<file path="src/rtl/sort_controller_if.sv">
// rtl/sort_controller_if.sv - memory-side bus between the sort controller and the 8x8 register memory
interface sort_controller_if #(
  parameter int AW = 3,
  parameter int DW = 8
);
  logic          mem_rd;
  logic          mem_wr;
  logic [AW-1:0] mem_rdaddr;
  logic [AW-1:0] mem_wraddr;
  logic [DW-1:0] mem_wdata;
  logic [DW-1:0] mem_rdata;

  // Controller side: owns all control, address and write-data lines.
  modport master (
    output mem_rd, mem_wr, mem_rdaddr, mem_wraddr, mem_wdata,
    input  mem_rdata
  );

  // Memory side: returns read data one cycle after mem_rd.
  modport slave (
    input  mem_rd, mem_wr, mem_rdaddr, mem_wraddr, mem_wdata,
    output mem_rdata
  );
endinterface

</file>
<file path="src/rtl/sort_controller.sv">
// rtl/sort_controller.sv - host access / in-place selection sort sequencer for a sync-read register memory
module sort_controller #(
  parameter int AW = 3,
  parameter int DW = 8
) (
  input  logic          clk,
  input  logic          rst,
  input  logic          start,
  input  logic          wr,
  input  logic [AW-1:0] addr,
  input  logic [DW-1:0] datain,
  output logic [DW-1:0] dataout,
  output logic          ready,
  output logic          done,
  sort_controller_if.master mem
);

  localparam logic [AW-1:0] LAST = AW'((2 ** AW) - 1);

  typedef enum logic [2:0] {
    IDLE,
    OUTER,
    FIRST,
    SCAN,
    SWAP1,
    SWAP2,
    SWAP3
  } state_t;

  state_t        state, state_n;
  logic [AW-1:0] i, i_n;
  logic [AW-1:0] j, j_n;
  logic [AW-1:0] minidx, minidx_n;
  logic [DW-1:0] min_val, min_n;
  logic          done_n;

  logic          rd_c;
  logic          wr_c;
  logic [AW-1:0] rdaddr_c;
  logic [AW-1:0] wraddr_c;
  logic [DW-1:0] wdata_c;
  logic [DW-1:0] dout_c;

  // State and sort bookkeeping registers; reset abandons any sort in progress.
  always_ff @(posedge clk) begin
    if (rst) begin
      state   <= IDLE;
      i       <= '0;
      j       <= '0;
      minidx  <= '0;
      min_val <= '0;
      done    <= 1'b0;
    end else begin
      state   <= state_n;
      i       <= i_n;
      j       <= j_n;
      minidx  <= minidx_n;
      min_val <= min_n;
      done    <= done_n;
    end
  end

  // Next-state and memory control: host owns the memory in IDLE, the sort engine otherwise.
  always_comb begin
    state_n  = state;
    i_n      = i;
    j_n      = j;
    minidx_n = minidx;
    min_n    = min_val;
    done_n   = 1'b0;
    rd_c     = 1'b0;
    wr_c     = 1'b0;
    rdaddr_c = '0;
    wraddr_c = '0;
    wdata_c  = '0;
    dout_c   = '0;
    case (state)
      IDLE: begin
        rd_c     = 1'b1;
        rdaddr_c = addr;
        dout_c   = mem.mem_rdata;
        if (start) begin
          // start wins over a simultaneous host write
          i_n     = '0;
          state_n = OUTER;
        end else if (wr) begin
          wr_c     = 1'b1;
          wraddr_c = addr;
          wdata_c  = datain;
        end
      end
      OUTER: begin
        if (i == LAST) begin
          state_n = IDLE;
          done_n  = 1'b1;
        end else begin
          rd_c     = 1'b1;
          rdaddr_c = i;
          minidx_n = i;
          j_n      = i + AW'(1);
          state_n  = FIRST;
        end
      end
      FIRST: begin
        min_n    = mem.mem_rdata;
        rd_c     = 1'b1;
        rdaddr_c = j;
        state_n  = SCAN;
      end
      SCAN: begin
        // strict compare keeps the earliest index among equal minima
        if (mem.mem_rdata < min_val) begin
          min_n    = mem.mem_rdata;
          minidx_n = j;
        end
        if (j == LAST) begin
          state_n = SWAP1;
        end else begin
          rd_c     = 1'b1;
          rdaddr_c = j + AW'(1);
          j_n      = j + AW'(1);
        end
      end
      SWAP1: begin
        if (minidx == i) begin
          i_n     = i + AW'(1);
          state_n = OUTER;
        end else begin
          rd_c     = 1'b1;
          rdaddr_c = i;
          state_n  = SWAP2;
        end
      end
      SWAP2: begin
        // old mem[i] moves to the slot the minimum came from
        wr_c     = 1'b1;
        wraddr_c = minidx;
        wdata_c  = mem.mem_rdata;
        state_n  = SWAP3;
      end
      SWAP3: begin
        wr_c     = 1'b1;
        wraddr_c = i;
        wdata_c  = min_val;
        i_n      = i + AW'(1);
        state_n  = OUTER;
      end
      default: begin
        state_n = IDLE;
      end
    endcase
  end

  // All memory-facing and host read outputs are forced quiet while reset is held.
  assign mem.mem_rd     = rd_c & ~rst;
  assign mem.mem_wr     = wr_c & ~rst;
  assign mem.mem_rdaddr = rst ? '0 : rdaddr_c;
  assign mem.mem_wraddr = rst ? '0 : wraddr_c;
  assign mem.mem_wdata  = rst ? '0 : wdata_c;
  assign dataout        = rst ? '0 : dout_c;
  assign ready          = (state == IDLE);

endmodule

</file>
<file path="src/flat_wrapper.sv">
// flat-port wrapper written by rule: the top's interface ports become plain ports
module sort_controller_flat 
#(
  parameter int AW = 3,
  parameter int DW = 8
)
  (clk, rst, start, wr, addr, datain, dataout, ready, done, mem_mem_rd, mem_mem_wr, mem_mem_rdaddr, mem_mem_wraddr, mem_mem_wdata, mem_mem_rdata);
  sort_controller_if #(.AW(AW), .DW(DW)) mem_i ();
  input  logic clk;
  input  logic rst;
  input  logic start;
  input  logic wr;
  input  logic [AW-1:0] addr;
  input  logic [DW-1:0] datain;
  output logic [DW-1:0] dataout;
  output logic ready;
  output logic done;
  output wire logic [$bits(mem_i.mem_rd)-1:0] mem_mem_rd;
  output wire logic [$bits(mem_i.mem_wr)-1:0] mem_mem_wr;
  output wire logic [$bits(mem_i.mem_rdaddr)-1:0] mem_mem_rdaddr;
  output wire logic [$bits(mem_i.mem_wraddr)-1:0] mem_mem_wraddr;
  output wire logic [$bits(mem_i.mem_wdata)-1:0] mem_mem_wdata;
  input wire logic [$bits(mem_i.mem_rdata)-1:0] mem_mem_rdata;
  assign mem_mem_rd = mem_i.mem_rd;
  assign mem_mem_wr = mem_i.mem_wr;
  assign mem_mem_rdaddr = mem_i.mem_rdaddr;
  assign mem_mem_wraddr = mem_i.mem_wraddr;
  assign mem_mem_wdata = mem_i.mem_wdata;
  assign mem_i.mem_rdata = mem_mem_rdata;
  sort_controller #(.AW(AW), .DW(DW)) u_core (.clk(clk), .rst(rst), .start(start), .wr(wr), .addr(addr), .datain(datain), .dataout(dataout), .ready(ready), .done(done), .mem(mem_i));
endmodule
</file>
<file path="config.mk">
export PLATFORM = sky130hd
export DESIGN_NAME = sort_controller_flat
export DESIGN_NICKNAME = d
export VERILOG_FILES = /design/src/rtl/sort_controller_if.sv /design/src/rtl/sort_controller.sv /design/src/flat_wrapper.sv
export SDC_FILE = /design/constraint.sdc
export NUM_CORES = 1
export LEC_CHECK = 0
export CORE_ASPECT_RATIO = 2
export CORE_UTILIZATION = 52
export DETAILED_ROUTE_END_ITERATION = 12
export GPL_TIMING_DRIVEN = 0
export PLACE_DENSITY = 0.95
export SYNTH_ARGS = -nofsm -noshare
export SYNTH_HDL_FRONTEND = slang
export SYNTH_SLANG_ARGS = --single-unit
</file>
<file path="constraint.sdc">
create_clock -name clk -period 3.5 [get_ports clk]
set_input_delay 0.525 -clock clk [delete_from_list [all_inputs] [get_ports clk]]
set_output_delay 0.525 -clock clk [all_outputs]
set_load 0.005 [all_outputs]
</file>
==> flow_summary.json, run 1 <==
{
  "grt_pass1_wl_um": 8045,
  "slew_violations": 0,
  "diodes": 0,
  "synth_ff_type": "dfxtp_1",
  "finalHoldViolCount": 0,
  "r2r_setup_slack_ns": 1.30,
  "cts_made_buffers": 3,
  "hp-class": "flop to flop",
  "num_vias": 1856,
  "io_buffers": 47,
  "finish.utilization": 0.7308,
  "setup_viol": 0,
  "synth-edff-count": 0,
  "design_area_sq_um": 2333,
  "grt-ovfl-total": 0,
  "fillCellCount": 252,
  "async_flop_share": 0,
  "netlist_instances": 225,
  "worstRegToRegCells": 7,
  "fin_nets": 312,
  "root_buffer": "clkbuf_8",
  "die_h_um": 84.55,
  "clk_latency_ns": 0.27,
  "reg2reg_to": "u_core.min_val[2]$_SDFFE_PP0P_",
  "avgSynthCellArea_sq_um": 7.874,
  "rsz0062_at_grt": "no",
  "track_usage": 0.2876,
  "seq_area_sq_um": 420.4,
  "synth_common_cells": "nor2_1 (32), dfxtp_1 (21), a21oi_1 (19)",
  "post_cts.repair.setup_buffers": 0,
  "cts_buffer_depth": 2,
  "fmaxAchievable_mhz": 320.1,
  "finalSetupTns_ns": 0,
  "cts_hold_buf": 0,
  "crit_path_max_fanout": 10,
  "final_cells": 307,
  "htreeDepth": 1,
  "grt_max_degree": 13,
  "clk_pin_slew_worst_paths_ns": 0.08,
  "yosys-top-cells-area": "dfxtp_1 (24%), ha_1 (8.5%), mux2i_1 (8.5%)",
  "worst_pin_slew_ns": 0.6840,
  "max-vdd-ir-drop_v": 0.0003379,
  "period_needed_ns": 3.124,
  "initialDrtViolationCount": 57,
  "dpl_cell_area_sq_um": 2281,
  "die_x_um": 43.28,
  "leakagePower_nw": 0.8608,
  "min_path_cells": 2,
  "ys_warn_count": 0,
  "holdWs_ns": 0.5020,
  "fin_skew_ns": 0.006038,
  "design.die.area_sq_um": 3659,
  "ys_ff_latch": 21,
  "num_io_pins": 49,
  "wire_per_inst_um": 16.62,
  "cts_resized": 0,
  "synth_most_common_cell": "nor2_1",
  "area_growth_pct": 31.71,
  "synth_top_area_frac": 0.2373,
  "setup.worst_path.end_class": "output port",
  "gp_congestion": 0.9977,
  "finalCritPeriodShare": 0.8926,
  "core_sq_um": 3193,
  "status": "completed",
  "wirelength_um": 5102,
  "rr_startpoint": "u_core.min_val[6]$_SDFFE_PP0P_",
  "dp.cells": 303,
  "drc": 0,
  "initial_core_util": 0.5549,
  "hp-start": "u_core.min_val[5]$_SDFFE_PP0P_",
  "timing.slew.headroom": 0.5402,
  "critPathLaunchType": "flop",
  "crit_arrival_ns": 2.60,
  "holdPathEnd": "u_core.min_val[5]$_SDFFE_PP0P_",
  "dr.pass1.iters": 4,
  "synth_seq_area_share": 0.2373,
  "synthesis.area_sq_um": 1772,
  "fp-row-count": 29,
  "synth_top_area_cell": "dfxtp_1",
  "via_per_inst": 6.046,
  "grt_pass1_vias": 1789,
  "synth_fp_nets": 260,
  "antenna_left": 0,
  "multiInputGateArea_sq_um": 1239,
  "required_ns": 2.97,
  "p_per_area_nw_per_um2": 272.6,
  "drv_cap": 0,
  "drive_gt1_frac": 0.05797,
  "dp_hpwl_um": 4010,
  "cts_sinks": 21,
  "cts_tree": "built",
  "antenna_found_initial": 0,
  "path_class": "flop to output port",
  "synthDistinctLibCells": 42
}
through the flow:
step                      power [mW]  setup slack [ns]
after floorplan               0.3857             1.444
after global placement        0.4700            0.4540
after detailed placement      0.4745            0.4148
after CTS                     0.6351            0.1143
after global routing          0.6639            0.1694
final                         0.6362            0.3758
how the worst max path moves through the flow:
| stage | slack (ns) | start | cells past startpoint | endpoint |
|---|---|---|---|---|
| final | 0.38 | u_core.state[1]$_SDFFE_PP0P_ | 8 | mem_mem_wdata[7] |
| after global placement | 0.45 | u_core.state[2]$_SDFFE_PP0P_ | 5 | dataout[0] |
| after detailed placement | 0.41 | u_core.state[2]$_SDFFE_PP0P_ | 5 | dataout[0] |
| after floorplan | 1.44 | mem_mem_rdata[6] | 6 | u_core.min_val[0]$_SDFFE_PP0P_ |
| after CTS | 0.11 | u_core.state[2]$_SDFFE_PP0P_ | 5 | dataout[0] |
| after global routing | 0.17 | u_core.state[1]$_SDFFE_PP0P_ | 8 | mem_mem_wdata[7] |
layout make-up:
type	count	area share
inverter	15	0.02413
buffer	16	0.02681
sequential	21	0.1802
clock buffer	3	0.01769
clock inverter	1	0.002145
tap	31	0.01662
timing repair buffer	47	0.2016
multi-input combinational	173	0.5308
worst max-delay path: stages, from the launching register on:
cell,delay [ns]
dfxtp_1,0.31
clkbuf_1,0.28
nor2b_1,0.28
clkbuf_1,0.43
a22oi_1,0.18
nor2_1,0.16
a21oi_1,0.06
nor2_1,0.11
clkdlybuf4s50_1,0.51
cells in the final DEF (no fill, tap or decap), drive strengths merged, types with 11 or more instances in the layout:
master	n
ha	12
clkbuf	14
a21oi	19
clkdlybuf4s50	47
mux2i	15
inv	15
nand2b	17
nor2	32
a22oi	11
dfxtp	21
state kept, by name (all words and copies together) (netlist names):
register,count
u_core.min_val,8
u_core.i,3
u_core.j,3
u_core.done,1
u_core.state,3
u_core.minidx,3
metal layers:
metal	wire length, um	up-vias	global-route usage
li1	-	904	-
met1	1856	873	0.2832
met2	2853	66	0.5360
met3	186	13	0.02581
met4	206	0	0.1791
met5	0	-	0
cell families (layout without fill, tap and decap cells):
logic type	after synthesis	in the layout	synth area share
muxes	19	19	0.1165
adders and majority gates	12	12	0.08474
xor gates and xnor gates	3	3	0.01483
AOI/OAI and AO/OA	59	59	0.2429
DFF	21	21	0.2373
and+or+nand+nor	80	80	0.2366
buffers and inverters	31	82	0.06709
report_power, final:
group	switching [mW]	internal, mW
Sequential	0.00924	0.250
Combinational	0.108	0.105
Clock	0.0842	0.0797
Power figures use the tool's default switching activity.
==> inputs of run 2 (changes only) <==
Settings changed: ABC_AREA set to 0, CORE_MARGIN set to 2.
==> run 2 against run 1 <==
  * Cell count rose by 0.33%
  * Register-to-register slack better by 0.03 ns
  * Clock power shrank 3%
  * Largest cell class unchanged
  * Highest routed layer unchanged
==> flow_summary.json, run 2 (synthesis gave the netlist of run 1 again) <==
{
  "drive_gt1_frac": 0.05435,
  "required_ns": 2.97,
  "die_x_um": 45.28,
  "grt_pass1_vias": 1754,
  "cts_buffer_depth": 2,
  "critPathLaunchType": "primary input",
  "design.die.area_sq_um": 3919,
  "finalHoldViolCount": 0,
  "root_buffer": "clkbuf_8",
  "dr.pass1.iters": 4,
  "cts_hold_buf": 0,
  "crit_arrival_ns": 2.57,
  "cts_made_buffers": 3,
  "antenna_found_initial": 0,
  "finalSetupTns_ns": 0,
  "mostFrequentLayoutCell": "clkdlybuf4s50_1",
  "cpMaxStageDelayCell": "clkdlybuf4s50_1",
  "largest_reg_flops": 8,
  "drv_cap": 0,
  "crit_path_max_fanout": 10,
  "drc": 0,
  "clk_latency_ns": 0.26,
  "worst_pin_slew_ns": 0.7133,
  "status": "completed",
  "cts_tree": "built",
  "fp-row-count": 30,
  "cp_top_family": "buffers and inverters",
  "max-vdd-ir-drop_v": 0.0002113,
  "cp_cell_sequence": "clkdlybuf4s50_1 -> nor2_1 -> and3_1 -> clkbuf_1 -> a22oi_1 -> nor2_1 -> clkdlybuf4s50_1",
  "grt-ovfl-total": 0,
  "hp-class": "flop to flop",
  "fin_skew_ns": 0.004112,
  "final_cell_mix": "clkdlybuf4s50_1 (47), nor2_1 (32), dfxtp_1 (21)",
  "area_growth_pct": 31.71,
  "num_io_pins": 49,
  "dp_hpwl_um": 3979,
  "diodes": 0,
  "leakagePower_nw": 0.8581,
  "finish.utilization": 0.6985,
  "crit_buf_inv": 3,
  "initial_core_util": 0.5303,
  "cts_sinks": 21,
  "clk_pin_slew_worst_paths_ns": 0.07,
  "gp_congestion": 0.9631,
  "slew_violations": 0,
  "max_stage_delay_ns": 0.50,
  "grt_max_degree": 12,
  "core_sq_um": 3341,
  "wirelength_um": 5150,
  "wire_per_inst_um": 16.72,
  "die_h_um": 86.55,
  "setup_viol": 0,
  "period_needed_ns": 3.098,
  "path_class": "primary input to output port",
  "fmaxAchievable_mhz": 322.8,
  "rsz0062_at_grt": "no",
  "io_buffers": 47,
  "initialDrtViolationCount": 107,
  "fin_nets": 312,
  "antenna_left": 0,
  "p_per_area_nw_per_um2": 271.0,
  "track_usage": 0.2808,
  "via_per_inst": 6.094,
  "setup.worst_path.end_class": "output port",
  "htreeDepth": 1,
  "num_vias": 1877,
  "timing.slew.headroom": 0.5205,
  "finalCritPeriodShare": 0.8851,
  "grt_pass1_wl_um": 8224,
  "regMostFlops": "u_core.min_val"
}
## run 2: worst paths after layout
kind	startpoint	to	slack, ns	cells past startpoint
worst max register to register	u_core.min_val[6]$_SDFFE_PP0P_	u_core.min_val[5]$_SDFFE_PP0P_	1.33	7
worst min register to register	u_core.min_val[6]$_SDFFE_PP0P_	u_core.min_val[6]$_SDFFE_PP0P_	0.50	2
worst max-delay path	start	mem_mem_wraddr[0]	0.40	7
worst min-delay path	u_core.min_val[6]$_SDFFE_PP0P_	u_core.min_val[6]$_SDFFE_PP0P_	0.50	2
## run 2: layout make-up
cell class                 instances  area, sq um
multi-input combinational        173         1239
fill                             267         1007
timing repair buffer              47        470.5
sequential                        21        420.4
buffer                            16        62.56
inverter                          15        56.30
clock buffer                       4        45.04
tap                               32        40.04
## run 2: worst register-to-register path, delay by kind of cell, from the launching register on
family / cells / cell delay, ns
AOI/OAI and AO/OA: 4 / 1.12
DFF: 1 / 0.36
adders and majority gates: 1 / 0.31
muxes: 1 / 0.26
buffers and inverters: 1 / 0.06
## run 2: through the flow
| stage | instances | setup slack, ns | instance area, sq um | power, mW | hold slack, ns |
|---|---|---|---|---|---|
| after global placement | 304 | 0.4349 | 2282 | 0.4694 | 0.4781 |
| after floorplan | 225 | 1.444 | 1772 | 0.3857 | 0.4621 |
| after detailed placement | 304 | 0.4184 | 2282 | 0.4742 | 0.4885 |
| after global routing | 308 | 0.1940 | 2333 | 0.6649 | 0.5210 |
| after CTS | 308 | 0.1304 | 2327 | 0.6338 | 0.5040 |
| final | 308 | 0.4023 | 2333 | 0.6323 | 0.5016 |
## run 2: where the power goes
part           internal (mW)  switching [mW]
clock network         0.0811          0.0780
registers              0.250         0.00950
logic                  0.105           0.109
total                  0.436           0.196
## run 2: repair_timing
action	in CTS	in global routing
setup buffers	0	0
resized for setup	0	1
setup endpoints to repair	0	8
## run 2: metal layers
metal  vias up  track usage  share of wire
met4         0       0.1096          0.026
met2        78       0.5195           0.56
li1        899            -              -
met3        15      0.02500          0.053
met5         -            0              0
met1       885       0.3083           0.36
==> inputs of run 3 (changes only) <==
Settings changed: CORE_UTILIZATION 52 to 48, PLACE_DENSITY 0.95 to 0.92.
Clock period 3.5 ns to 3.55 ns, I/O delays scaled along.
==> run 3 against run 2 <==
  * First-iteration DRC count fell by 25%
  * Register-to-register slack barely moved
  * Largest cell class unchanged
  * Total power fell by 0.54%
  * Die area rose by 7.8%
  * Critical path depth fell by 1
  * Highest routed layer unchanged
  * Cell count rose by 5.8%
==> flow_summary.json, run 3 (synthesis gave the netlist of run 1 again) <==
{
  "seqPwrFrac": 0.407,
  "clk_pin_slew_worst_paths_ns": 0.08,
  "design_area_sq_um": 2354,
  "fp-row-count": 31,
  "required_ns": 3.02,
  "cts_tree": "built",
  "cts_sinks": 21,
  "finalSetupTns_ns": 0,
  "fin_skew_ns": 0.005677,
  "cts_hold_buf": 0,
  "io_buffers": 47,
  "crit_arrival_ns": 2.69,
  "max_stage_delay_ns": 0.74,
  "largest_reg_flops": 8,
  "die_h_um": 89.92,
  "core_sq_um": 3568,
  "cts_resized": 0,
  "p_int_mw": 0.4305,
  "regMostFlops": "u_core.min_val",
  "fillCellCount": 306,
  "setup.worst_path.end_class": "output port",
  "cts_buffer_depth": 2,
  "clk_latency_ns": 0.26,
  "num_io_pins": 49,
  "track_usage": 0.2714,
  "max-vdd-ir-drop_v": 0.0001900,
  "num_vias": 1921,
  "cp_cell_sequence": "clkbuf_1 -> buf_1 -> nor4_1 -> clkbuf_2 -> and2_1 -> clkdlybuf4s50_1",
  "crit_buf_inv": 4,
  "finalCritPeriodShare": 0.9068,
  "status": "completed",
  "pre_cts_ws_ns": 0.4264,
  "area_growth_pct": 32.84,
  "cts_made_buffers": 3,
  "wire_per_inst_um": 16.57,
  "drc": 0,
  "design.die.area_sq_um": 4223,
  "period_needed_ns": 3.219,
  "swShare": 0.3155,
  "drive_gt1_frac": 0.05415,
  "dr.pass1.iters": 4,
  "drv_cap": 0,
  "post_cts.repair.setup_buffers": 0,
  "gp_congestion": 0.9349,
  "grt_max_degree": 12,
  "setup_ws_ns": 0.3308,
  "antenna_found_initial": 0,
  "grt-ovfl-total": 0,
  "die_x_um": 46.96,
  "cpMaxStageDelayCell": "nor4_1",
  "path_class": "flop to output port",
  "wirelength_um": 5402,
  "p_per_area_nw_per_um2": 267.2,
  "antenna_left": 0,
  "rsz0062_at_grt": "no",
  "cp_top_family": "buffers and inverters",
  "initialDrtViolationCount": 80,
  "diodes": 0,
  "timing.slew.headroom": 0.4852,
  "crit_path_max_fanout": 10,
  "grt_pass1_vias": 1869,
  "htreeDepth": 1,
  "total_power_mw": 0.6289,
  "root_buffer": "clkbuf_8",
  "critPathLaunchType": "flop",
  "worst_pin_slew_ns": 0.7652,
  "p_switching_mw": 0.1984,
  "dp_hpwl_um": 4093,
  "fin_nets": 313,
  "leakagePower_nw": 0.8613,
  "comb_power_share": 0.342,
  "finalHoldViolCount": 0,
  "fmaxAchievable_mhz": 310.6,
  "grt_pass1_wl_um": 8514,
  "hp-class": "flop to flop",
  "mostFrequentLayoutCell": "clkdlybuf4s50_1",
  "dpl_cell_area_sq_um": 2303,
  "via_per_inst": 5.893,
  "slew_violations": 0,
  "initial_core_util": 0.4965,
  "setup_viol": 0,
  "final_cell_mix": "clkdlybuf4s50_1 (47), nor2_1 (32), dfxtp_1 (21)",
  "power.share.clock": 0.252
}
==> run 3: cell count changes in the layout (fill, tap and decap cells not counted) <==
| cell | before | now |
|---|---|---|
| nor4_2 | 1 | 0 |
| nor4_1 | 0 | 1 |
| clkbuf_2 | 0 | 1 |
==> run 3: worst paths after layout <==
kind | start | endpoint | slack, ns | cells after the start
max | u_core.state[2]$_SDFFE_PP0P_ | dataout[4] | 0.33 | 6
min | u_core.min_val[4]$_SDFFE_PP0P_ | u_core.min_val[4]$_SDFFE_PP0P_ | 0.49 | 2
max reg2reg | u_core.min_val[6]$_SDFFE_PP0P_ | u_core.min_val[5]$_SDFFE_PP0P_ | 1.32 | 7
min reg2reg | u_core.min_val[4]$_SDFFE_PP0P_ | u_core.min_val[4]$_SDFFE_PP0P_ | 0.49 | 2
==> run 3: final cells by class <==
type,count,area [sq um],area share
multi-input cells,173,1232,0.5237
flip-flops and latches,21,420.4,0.1786
inverters,15,56.30,0.02392
well taps,49,61.31,0.02605
plain buffers,16,62.56,0.02658
repair buffers,48,475.5,0.2020
clock buffers,4,45.04,0.01914
==> run 3: power groups by stage <==
stage	clock, mW	sequential [mW]	combinational, mW
6_report	0.158	0.256	0.215
5_1_grt	0.174	0.257	0.231
4_1_cts	0.158	0.256	0.211
3_5_place_dp	0	0.261	0.209
3_3_place_gp	0	0.260	0.202
2_1_floorplan	0	0.259	0.122
==> run 3: worst reg2reg max path: stages, from the launching register on <==
cell	delay (ns)
dfxtp_1	0.36
inv_1	0.05
ha_1	0.31
a41o_1	0.28
a21oi_1	0.15
o31ai_1	0.13
a211oi_4	0.61
mux2i_1	0.26
==> run 3: per-layer routing <==
metal / vias up / track usage / wire, um
met1: 921 / 0.2685 / 1915
li1: 899 / - / -
met5: - / 0 / 0
met2: 82 / 0.4829 / 3069
met3: 19 / 0.04618 / 223
met4: 0 / 0.1481 / 193
==> run 3: per-stage QoR <==
stage / cells / utilization / hold slack, ns
final: 326 / 0.6595 / 0.4924
after global routing: 326 / 0.6595 / 0.5197
after CTS: 325 / 0.6581 / 0.4959
after detailed placement: 321 / 0.6455 / 0.4860
after global placement: 321 / 0.6455 / 0.4763
after floorplan: 225 / - / 0.4621
==> RTL edit 1 (config.mk and constraints of run 1) <==
The 7 states of `state_t` get a Gray code encoding in 3 bits.
--- a/src/rtl/sort_controller.sv
+++ b/src/rtl/sort_controller.sv
@@ -18,13 +18,13 @@
   localparam logic [AW-1:0] LAST = AW'((2 ** AW) - 1);
 
   typedef enum logic [2:0] {
-    IDLE,
-    OUTER,
-    FIRST,
-    SCAN,
-    SWAP1,
-    SWAP2,
-    SWAP3
+    IDLE  = 3'b000,
+    OUTER = 3'b001,
+    FIRST = 3'b011,
+    SCAN  = 3'b010,
+    SWAP1 = 3'b110,
+    SWAP2 = 3'b111,
+    SWAP3 = 3'b101
   } state_t;
 
   state_t        state, state_n;
Check against the original RTL: no difference found for any inputs over 10 cycles, from zero or initial values and one cycle with rst high; not proved beyond that.
==> RTL edit 1 against run 1 <==
Critical endpoint is now dataout[0]. Synthesized area increased by 3.0%. Sequential share of layout area decreased by 0.42 points. Hold slack got worse by 0.0043 ns. First-iteration DRC count increased by 26%. Sequential cell count unchanged. Utilization decreased by 2.3 points. The flow now finishes with violations (DRC). Routed wire length increased by 7.2%. Cell area increased by 2.4%. Via count increased by 8.1%. Cell count increased by 2.3%. Setup slack got worse by 0.19 ns.
Power is not compared: it rests on default switching activity, and its combinational part moved more than twofold at a synthesized area within 25%.
==> RTL edit 1: results (changes against run 1) <==
* Hold WS at 0.4976 ns (-0.004333 ns)
* Largest net degree at the start of global routing at 12 (-1)
* Status: finished with violations
* Global Route met3 Usage at 5.053% (+2.5 points)
* Violated checks: DRC
* Finished Core Util at 70.74% (-2.3 points)
* Wl on met1 at 1.901 mm (+2.4%)
* Final WL at 5.469 mm (+7.2%)
* Critical Path AT at 2.79 ns (+0.19 ns)
* Share of cells above drive strength 1 at 7.447% (+1.6 points)
* Total track usage at 31.21% (+2.5 points)
* Net count, final at 318 (+1.9%)
* GR Util met2 at 57.39% (+3.8 points)
* Met2 Wirelength at 3.023 mm (+6.0%)
* Number of global-route vias before repair at 1959 (+9.5%)
* Critical path's top delay family: simple AND/OR/NAND/NOR gates
* Synth unique cells at 46 (+9.5%)
* Fin crit period at 3.313 ns (+0.1887 ns)
* First-pass GRT wire length at 8.935 mm (+11%)
* Detailed placer's ending HPWL at 4.206 mm (+4.9%)
* R2r setup slk at 1.41 ns (+0.11 ns)
* Fillers at 253 (+0.40%)
* Gate Count Post-Synth at 230 (+2.2%)
* Worst slack, placed at 0.2326 ns (-0.1821 ns)
* DR DRC count at 1 (+1)
RTL edit 1: final cells by class:
class	count	share of cell area, %
buffer	16	3.613
clock buffer	4	1.885
inverter	16	2.513
multi-input combinational	177	52.62
sequential	21	17.59
tap	32	1.675
timing repair buffer	48	20.10
RTL edit 1: logic make-up (layout without fill, tap and decap cells):
group | count (synthesis) | count (layout) | synth area share [%]
buffers and inverters | 32 | 84 | 8.024
AOI/OAI and AO/OA | 65 | 65 | 25.65
adders and majority gates | 12 | 12 | 8.230
and+or+nand+nor | 77 | 77 | 21.81
xor gates and xnor gates | 3 | 3 | 1.441
DFF | 21 | 21 | 23.05
muxes | 20 | 20 | 11.80
RTL edit 1: final timing paths:
| kind | start | end | cells after the start |
|---|---|---|---|
| setup reg to reg | u_core.min_val[6] | u_core.minidx[1] | 7 |
| hold / removal | u_core.min_val[3] | u_core.min_val[3] | 2 |
| setup / recovery | u_core.state[0] | dataout[0] | 5 |
| hold reg to reg | u_core.min_val[3] | u_core.min_val[3] | 2 |
==> RTL edit 2 (flow settings as in run 1) <==
Made on the original files. `DW` is set to 8 in 3 places; all go to 9.
--- a/src/rtl/sort_controller_if.sv
+++ b/src/rtl/sort_controller_if.sv
@@ -1,7 +1,7 @@
 // rtl/sort_controller_if.sv - memory-side bus between the sort controller and the 8x8 register memory
 interface sort_controller_if #(
   parameter int AW = 3,
-  parameter int DW = 8
+  parameter int DW = 9
 );
   logic          mem_rd;
   logic          mem_wr;
--- a/src/rtl/sort_controller.sv
+++ b/src/rtl/sort_controller.sv
@@ -1,7 +1,7 @@
 // rtl/sort_controller.sv - host access / in-place selection sort sequencer for a sync-read register memory
 module sort_controller #(
   parameter int AW = 3,
-  parameter int DW = 8
+  parameter int DW = 9
 ) (
   input  logic          clk,
   input  logic          rst,
--- a/src/flat_wrapper.sv
+++ b/src/flat_wrapper.sv
@@ -2,7 +2,7 @@
 module sort_controller_flat 
 #(
   parameter int AW = 3,
-  parameter int DW = 8
+  parameter int DW = 9
 )
   (clk, rst, start, wr, addr, datain, dataout, ready, done, mem_mem_rd, mem_mem_wr, mem_mem_rdaddr, mem_mem_wraddr, mem_mem_wdata, mem_mem_rdata);
   sort_controller_if #(.AW(AW), .DW(DW)) mem_i ();
Ports: changed (resized datain, dataout, mem_mem_rdata and mem_mem_wdata); port bits go from 49 to 53. The function was not compared with the original's and may differ.
==> RTL edit 2 against run 1 <==
Routed wire length up 11%. Largest cell class unchanged. Total power up 7.8%. Cell area up 7.9%. Setup slack better by 0.094 ns. Die area up 6.5%. Synthesized area up 6.8%. Sequential cell count up 1. Highest routed layer unchanged. Sequential share of layout area down 0.52 points. Critical path depth down 2.
==> RTL edit 2: results (changes against run 1) <==
* Status: finished, final reports clean
* Initial antenna violation count at 0 (unchanged)
* Main area contributors after synthesis: dfxtp_1 23%, ha_1 8.6%, mux2i_1 8.5%
* Post-synthesis sequential area ratio at 23.28% (-0.45 points)
* Total track usage at 30.25% (+1.5 points)
* Register-to-Register Path Depth at 6 (-1)
* GPL Wtd Cong at 0.9833 (-1.4%)
* Detailed Route Iter0 Violations at 77 (+35%)
* Worst IR drop on VDD at 297.1 uV (-12%)
* Critical Path AT at 2.50 ns (-0.10 ns)
* Clock skew at 0.006196 ns (+0.0001583 ns)
* Final Non-Filler Cells at 346 (+13%)
* Net count, final at 337 (+8.0%)
* Async S/R FF share, synth at 0% (unchanged)
* Max reg flops at 9 (+1)
* Cells on Worst Hold Path at 2 (unchanged)
* DR WL met3 at 354 um (+90%)
* Detailed Routing Iterations Pass 1 at 4 (unchanged)
* Skew-Pair Late Insertion Delay at 0.27 ns (about the same)
* First-pass GRT wire length at 8.735 mm (+8.6%)
* Vias per Instance at 5.916 (-2.1%)
* Worst slack, placed at 0.5428 ns (+0.1280 ns)
* # resized after CTS at 0 (unchanged)
* LEAKAGE at 1.026 nW (+19%)
* Met2 Wirelength at 3.121 mm (+9.4%)
* IO Port Bufs at 51 (+8.5%)
* Worst setup EP type: output port
* R2r setup slk at 1.33 ns (+0.03 ns)
* Syn_nets at 281 (+8.1%)
* Number of global-route vias before repair at 2000 (+12%)
* Share of cells above drive strength 1 at 7.047% (+1.2 points)
* Fillers at 253 (+0.40%)
* Gate Count Post-Synth at 243 (+8.0%)
* Post-synth top cells: 31 x nor2_1, 22 x dfxtp_1, 20 x nand2b_1, 16 x mux2i_1, 15 x a21oi_1
* Largest Register: u_core.min_val
* DR WL/cell at 16.30 um (-1.9%)
* Detailed placer's ending HPWL at 4.216 mm (+5.1%)
* Synth unique cells at 39 (-7.1%)
* Slew HR at 63.11% (+9.1 points)
* Wl on met1 at 1.888 mm (+1.7%)
* Fmax at 330.1 MHz (+3.1%)
* DR top layer: met4
## RTL edit 2: worst paths after layout
check	endpoint	startpoint
worst max register to register	u_core.minidx[2]	u_core.i[0]
worst min register to register	u_core.min_val[5]	u_core.min_val[5]
worst max-delay path	mem_mem_wraddr[0]	u_core.state[0]
worst min-delay path	u_core.min_val[5]	u_core.min_val[5]
## RTL edit 2: final cells by class
cell class                      instances  share of cell area, %
Inverter                               16                  2.386
Multi-Input combinational cell        189                  52.29
Sequential cell                        22                  17.50
Timing Repair Buffer                   51                  20.28
Buffer                                 16                  2.982
Clock buffer                            4                  2.187
Tap cell                               48                  2.386
## RTL edit 2: logic make-up (layout without fill, tap and decap cells)
| family | count (synthesis) | count (layout) | synth area share [%] |
|---|---|---|---|
| AO/OA/AOI/OAI | 58 | 58 | 21.10 |
| XOR/XNOR | 4 | 4 | 1.852 |
| adder cells (fa/ha/maj) | 13 | 13 | 8.598 |
| buffers and inverters | 32 | 87 | 7.143 |
| flip-flops | 22 | 22 | 23.28 |
| multiplexers | 22 | 22 | 12.63 |
| AND/OR/NAND/NOR | 92 | 92 | 25.40 |
## RTL edit 2: per-layer routing
metal,global-route usage (%),vias up
li1,-,953
met3,4.149,31
met4,19.56,0
met5,0,-
met2,56.55,125
met1,28.64,938
## RTL edit 2: worst register-to-register path, cell delays in order (launching register included)
cell     delay, ns
dfxtp_1       0.37
ha_1          0.25
ha_1          0.26
a21oi_1       0.33
nand2_1       0.11
a21oi_1       0.37
mux2_2        0.38
## RTL edit 2: report_power, final
group | switching, mW | total [mW] | leakage, nW | internal (mW)
Clock | 0.0887 | 0.189 | 0.0288 | 0.100
Combinational | 0.113 | 0.227 | 0.819 | 0.113
Sequential | 0.00903 | 0.270 | 0.179 | 0.260
## RTL edit 2: stage by stage
step	power, mW	util (%)	hold WS (ns)	instance area, um2
5_1_grt	0.7148	73.70	0.5210	2517
3_3_place_gp	0.4928	72.09	0.4757	2462
4_1_cts	0.6840	73.70	0.5022	2517
3_5_place_dp	0.4980	72.09	0.4899	2462
2_1_floorplan	0.4005	-	0.4607	1892
6_report	0.6856	73.70	0.5034	2517
